**src/rtl/dmux_stream.sv**
```systemverilog
// dmux_stream: pipelined, handshaked demultiplexer.
// A single producer stream is routed through LATENCY register stages to one of
// OUTPUT_COUNT consumer lanes. The stall is global: a blocked head freezes
// every stage. Words whose select is out of range are consumed and dropped,
// and the drop is reported on err/err_count.
module dmux_stream #(
    parameter int WIDTH        = 8,
    parameter int OUTPUT_COUNT = 4,
    parameter int LATENCY      = 2,
    parameter int HOLD         = 0,
    parameter int ERR_WIDTH    = 16
) (
    input  logic                              clk,
    input  logic                              rst_n,
    input  logic [$clog2(OUTPUT_COUNT)-1:0]   sel,
    input  logic [WIDTH-1:0]                  in,
    input  logic                              in_valid,
    output logic                              in_ready,
    output logic [WIDTH*OUTPUT_COUNT-1:0]     out,
    output logic [OUTPUT_COUNT-1:0]           out_valid,
    input  logic [OUTPUT_COUNT-1:0]           out_ready,
    output logic                              err,
    output logic [ERR_WIDTH-1:0]              err_count
);

    localparam int SW = $clog2(OUTPUT_COUNT);

    logic [LATENCY-1:0]                  r_vld;
    logic [LATENCY-1:0][SW-1:0]          r_sel;
    logic [LATENCY-1:0][WIDTH-1:0]       r_dat;
    logic [OUTPUT_COUNT-1:0][WIDTH-1:0]  r_hold;
    logic                                r_err;
    logic [ERR_WIDTH-1:0]                r_cnt;

    logic                                w_head_vld;
    logic [SW-1:0]                       w_head_sel;
    logic [WIDTH-1:0]                    w_head_dat;
    logic                                w_head_rdy;
    logic                                w_sel_ok;
    logic                                w_stall;
    logic                                w_acc;
    logic                                w_bad;

    assign w_head_vld = r_vld[LATENCY-1];
    assign w_head_sel = r_sel[LATENCY-1];
    assign w_head_dat = r_dat[LATENCY-1];

    // Select range check on the input, and ready of the lane the head targets.
    // Loop compares avoid indexing out_ready with a select wider than the lane count.
    always_comb begin
        w_sel_ok   = 1'b0;
        w_head_rdy = 1'b0;
        for (int k = 0; k < OUTPUT_COUNT; k++) begin
            if (sel == SW'(k)) begin
                w_sel_ok = 1'b1;
            end
            if (w_head_sel == SW'(k)) begin
                w_head_rdy = out_ready[k];
            end
        end
    end

    assign w_stall  = w_head_vld && !w_head_rdy;
    assign in_ready = !w_stall;
    assign w_acc    = in_valid && !w_stall;
    assign w_bad    = w_acc && !w_sel_ok;

    // Pipeline stages: shift towards the head unless the head is blocked.
    always_ff @(posedge clk or negedge rst_n) begin
        if (!rst_n) begin
            r_vld <= '0;
            r_sel <= '0;
            r_dat <= '0;
        end else if (!w_stall) begin
            r_vld[0] <= w_acc && w_sel_ok;
            r_sel[0] <= sel;
            r_dat[0] <= in;
            for (int i = 1; i < LATENCY; i++) begin
                r_vld[i] <= r_vld[i-1];
                r_sel[i] <= r_sel[i-1];
                r_dat[i] <= r_dat[i-1];
            end
        end
    end

    // Per-lane hold registers capture the last word transferred on that lane.
    always_ff @(posedge clk or negedge rst_n) begin
        if (!rst_n) begin
            r_hold <= '0;
        end else begin
            for (int k = 0; k < OUTPUT_COUNT; k++) begin
                if (HOLD != 0 && out_valid[k] && out_ready[k]) begin
                    r_hold[k] <= w_head_dat;
                end
            end
        end
    end

    // Dropped-word pulse and saturating drop counter; independent of the stall.
    always_ff @(posedge clk or negedge rst_n) begin
        if (!rst_n) begin
            r_err <= 1'b0;
            r_cnt <= '0;
        end else begin
            r_err <= w_bad;
            if (w_bad && r_cnt != '1) begin
                r_cnt <= r_cnt + 1'b1;
            end
        end
    end

    assign err       = r_err;
    assign err_count = r_cnt;

    // Lane outputs: the head word on its lane, idle lanes show zero or their hold value.
    always_comb begin
        out_valid = '0;
        out       = '0;
        for (int k = 0; k < OUTPUT_COUNT; k++) begin
            if (w_head_vld && w_head_sel == SW'(k)) begin
                out_valid[k]             = 1'b1;
                out[k*WIDTH +: WIDTH]    = w_head_dat;
            end else if (HOLD != 0) begin
                out[k*WIDTH +: WIDTH]    = r_hold[k];
            end
        end
    end

endmodule

```
**config.mk**
```make
export PLATFORM = sky130hd
export DESIGN_NAME = dmux_stream
export DESIGN_NICKNAME = d
export VERILOG_FILES = /design/src/rtl/dmux_stream.sv
export SDC_FILE = /design/constraint.sdc
export NUM_CORES = 1
export LEC_CHECK = 0
export ABC_AREA = 1
export CAP_MARGIN = 20
export CORE_MARGIN = 2
export CORE_UTILIZATION = 46
export CTS_BUF_LIST = sky130_fd_sc_hd__clkbuf_2
export CTS_CLUSTER_SIZE = 16
export DETAILED_ROUTE_END_ITERATION = 12
export PLACE_DENSITY = 0.86
export SYNTH_ARGS = -nofsm -noshare
export SYNTH_HDL_FRONTEND = slang
export SYNTH_SLANG_ARGS = --single-unit
```
**constraint.sdc**
```tcl
create_clock -name clk -period 3.2 [get_ports clk]
set_clock_uncertainty 0.05 [all_clocks]
set_input_delay 0.8 -clock clk [delete_from_list [all_inputs] [get_ports clk]]
set_output_delay 0.8 -clock clk [all_outputs]
set_load 0.02 [all_outputs]
```
# After elaboration in Yosys (flattened, before gate mapping)
# Index checks and enable logic that the tools add are counted.
# totals
regBits,39
inputBits,17
out_inout_bits,54
elab_cells,45
# op_classes
add_sub_neg,1
n_eq_ne,7
muxes,16
n_reduce_logical,14
# ops
operator,n
two-way mux 8 bit,4
adder 16 x 1 -> 16 bit (second input constant),1
inequality test 16 bit (second input constant),1
two-way mux 1 bit,12
logical AND 1 bit,9
equality test 2 bit (second input constant),4
equality test 2 x 1 -> 1 bit (second input constant),2
zero test 2 bit,2
zero test 1 bit,3

# Longest topological paths before layout
# depth
ltp_word,11
mapped_depth,8
ltp_nobuf,7

# Least setup slack after synthesis
# OpenSTA, ideal clock, no wires.
# synth_timing
kind,flip-flop to output port
startpoint,reg r_sel (netlist bit w_head_sel[0])
endpoint,out out[10]
arrival_ps,1601
t_required_ps,2350
path_slack_ps,749
stages_incl_launch_ff,5
path_buffers,0
path_cell_list,dfrtp_1 > inv_1 > nor3_1 > inv_1 > nor2_1
# synth_via
elab_chain_cells,3
# synth_lines
element,line,source
"start, declared",29,logic [LATENCY-1:0][SW-1:0] r_sel;
"start signal, assigned by index",80,r_sel[i] <= r_sel[i-1];
equality test 2 x 1 -> 1 bit,120,if (w_head_vld && w_head_sel == SW'(k)) begin
logical AND 1 bit,120,
two-way mux 8 bit,120,
"end, declared",19,"output logic [WIDTH*OUTPUT_COUNT-1:0] out,"
# No other way between the ends.

# Final worst setup path
# layout_timing
startpoint,in out_ready[1]
endpoint,out in_ready
# layout_via
elab_chain_cells,6
# layout_lines
element,line,source
"start, declared",21,"input logic [OUTPUT_COUNT-1:0] out_ready,"
two-way mux 1 bit (3 in a row),57,if (w_head_sel == SW'(k)) begin
zero test 1 bit,63,assign w_stall = w_head_vld && !w_head_rdy;
logical AND 1 bit,63,
zero test 1 bit,n/a,
"end, declared",18,"output logic in_ready,"
# No other way between the ends.

==> flow_summary.json <==
{
  "cap_violations": 0,
  "synth.area.top_cells": "dfrtp_1 60%, nand2_1 11%, nor2_1 7.6%",
  "yosys_warnings": 0,
  "gr-total-overflow": 0,
  "io_buffers": 70,
  "crit_path_max_fanout": 2,
  "required_ps": 2350,
  "wire_per_inst_um": 10.72,
  "tightest_slew_ps": 805.0,
  "cts_root_buf": "clkbuf_2",
  "antenna_found_initial": 0,
  "start_util_pct": 48.28,
  "slew_viol_final": 0,
  "worst-r2r-setup-slack_ps": 1720,
  "hold_viol": 0,
  "setup_tns_ps": 0,
  "fmax_mhz": 326.8,
  "synthesis.area_um2": 1637,
  "hold_buffers": 0,
  "synth_cell_type_count": 15,
  "clock_latency_ps": 360,
  "clkSlewWorstSetupHoldPaths_ps": 170,
  "synth-seq-area-share_pct": 59.63,
  "hpwlAfterDp_mm": 2.289,
  "drc": 0,
  "seqCellArea_um2": 978.4,
  "yosysMostFrequentCell": "nand2_1",
  "p_comb_share_pct": 53.2,
  "swShare_pct": 43.96,
  "syn_area_per_cell_um2": 8.480,
  "nFillCells": 244,
  "hold_class": "reg -> reg",
  "gp_congestion": 0.8458,
  "ys_ff_latch": 39,
  "powerDensity_nw_per_um2": 845.2,
  "area_delta_synth_final_pct": 43.27,
  "p_seq_share_pct": 36.7,
  "period_needed_ps": 3060,
  "hold-path-cell-count": 0,
  "htreeDepth": 2,
  "ios": 71,
  "die_area_um2": 4051,
  "ant_nets": 0,
  "die_h_um": 63.65,
  "r2r-end": "r_dat[1]",
  "synth_cells": 193,
  "async_flop_share_pct": 100.0,
  "worstSetupPathType": "in -> out",
  "grt_setup_unrepaired": "no",
  "dp_cells": 289,
  "final_nets": 267,
  "drive_gt1_share_pct": 8.367,
  "die_x_um": 63.65,
  "grt_max_degree": 40,
  "vias_per_cell": 4.448,
  "setup_viol": 0,
  "vias": 1321,
  "core_um2": 3390,
  "yosys.area.top_type": "dfrtp_1",
  "arrival_ps": 2210,
  "numCtsBuffers": 5,
  "status": "finished, final reports clean",
  "clockBufferDepth": 2,
  "synth_top_area_share_pct": 59.63,
  "wl_mm": 3.183,
  "peakVddDrop_mv": 0.3487,
  "antenna_cells": 0,
  "ys_top_cells_by_count": "46 x nand2_1, 39 x dfrtp_1, 33 x nor2_1",
  "end_kind": "output pin",
  "leakage_nw": 1.143,
  "grt_pass1_wl_mm": 5.685,
  "r2r_cells": 7,
  "postCtsSetupRepairBufs": 0,
  "power_switching_mw": 0.8712,
  "drt_iter0_drc": 35,
  "period_share_pct": 95.63,
  "min_to": "err_count[5]",
  "cts_tree": "yes",
  "stdcell_count": 297,
  "clkPwrFrac_pct": 10.2,
  "min_from": "err_count[5]",
  "grt_pass1_vias": 1274,
  "syn_nets": 210,
  "drt_pre_antenna_iters": 4,
  "core.rowCount": 21,
  "multi_input_area_um2": 483.0,
  "reg2reg_from": "w_head_sel[1]",
  "relSlewSlack_pct": 46.33,
  "track_usage_pct": 17.98,
  "intPower_mw": 1.111,
  "cts.sinks": 39,
  "worst_setup_path_start_kind": "input port",
  "synth_edf_count": 0,
  "ys.flop_type": "dfrtp_1"
}
[metal layers]
layer,wire [um],vias to the layer above,global-route usage [%]
li1,-,684,-
met5,0,-,0
met2,1517,56,28.68
met4,50,0,8.152
met3,279,5,5.714
met1,1336,576,22.30
[sequential cells by signal, summed over array words and instances, names as in the netlist]
register	cells
r_vld	2
err_count	16
r_dat	8
r_sel	2
err	1
w_head_dat	8
w_head_sel	2
[through the flow]
step           hold slack [ps]  area [um^2]  power [mW]  setup slack (ps)  utilization (%)
2_1_floorplan            384.9         1637       1.442             749.2                -
3_3_place_gp             314.0         2302       1.764             185.3            67.92
3_5_place_dp             314.5         2302       1.791             162.2            67.92
4_1_cts                  353.2         2342       1.997             161.4            69.10
5_1_grt                  363.9         2345       2.167             37.27            69.18
6_report                 345.2         2345       1.982             139.7            69.18
[kinds of logic after synthesis]
kind of cell | Yosys count | synth area share [%]
buf+inv | 42 | 10.86
flops | 39 | 59.63
other cells | 1 | 0.2291
simple gates | 109 | 27.98
compound gates | 2 | 1.300
[cell usage in the layout (no fill, tap or decap)]
master,synthesis,layout
clkdlybuf4s50_1,0,69
nand2_1,46,46
dfrtp_1,39,37
nor2_1,33,33
nand3_1,23,23
inv_1,18,18
clkbuf_2,0,7
nand2_2,4,4
inv_2,2,2
nor3_1,2,2
buf_4,0,2
dfrtp_2,0,2
nor2_4,1,1
a21oi_1,1,1
o21ai_4,1,1
clkinv_2,0,1
conb_1,1,1
buf_2,4,1
[critical path: stages]
cell and delay, ps:
clkdlybuf4s50_1 460, nand3_1 100, nand2_2 110, o21ai_4 70
inv_1 70, clkdlybuf4s50_1 600
[power by group through the flow]
stage	combinational, mW	clock (mW)	sequential [mW]
2_1_floorplan	0.728	0	0.714
3_3_place_gp	1.04	0	0.726
3_5_place_dp	1.06	0	0.733
4_1_cts	1.06	0.215	0.722
5_1_grt	1.18	0.237	0.747
6_report	1.05	0.201	0.727
[worst max path at each step]
| stage | from | end | slack [ps] | cells past startpoint |
|---|---|---|---|---|
| 3_5_place_dp | out_ready[1] | in_ready | 160 | 6 |
| 3_3_place_gp | out_ready[1] | in_ready | 190 | 6 |
| 5_1_grt | w_head_sel[1] | out[16] | 40 | 5 |
| 4_1_cts | out_ready[1] | in_ready | 160 | 6 |
| 6_report | out_ready[1] | in_ready | 140 | 6 |
| 2_1_floorplan | w_head_sel[0] | out[10] | 750 | 4 |
[area by class of cell]
class,count,area share (%)
clock inverter,1,0.2134
tap,46,2.455
inverter,20,3.202
multi-input combinational,112,20.60
clock buffer,7,1.494
timing repair buffer,72,30.31
sequential,39,41.73
[what timing repair did]
| action | CTS | global route |
|---|---|---|
| setup endpoints to repair | 0 | 9 |
| hold endpoints to repair | 0 | 0 |
| gates resized for setup | 0 | 2 |
No activity file was read; power rests on OpenSTA's default activity.
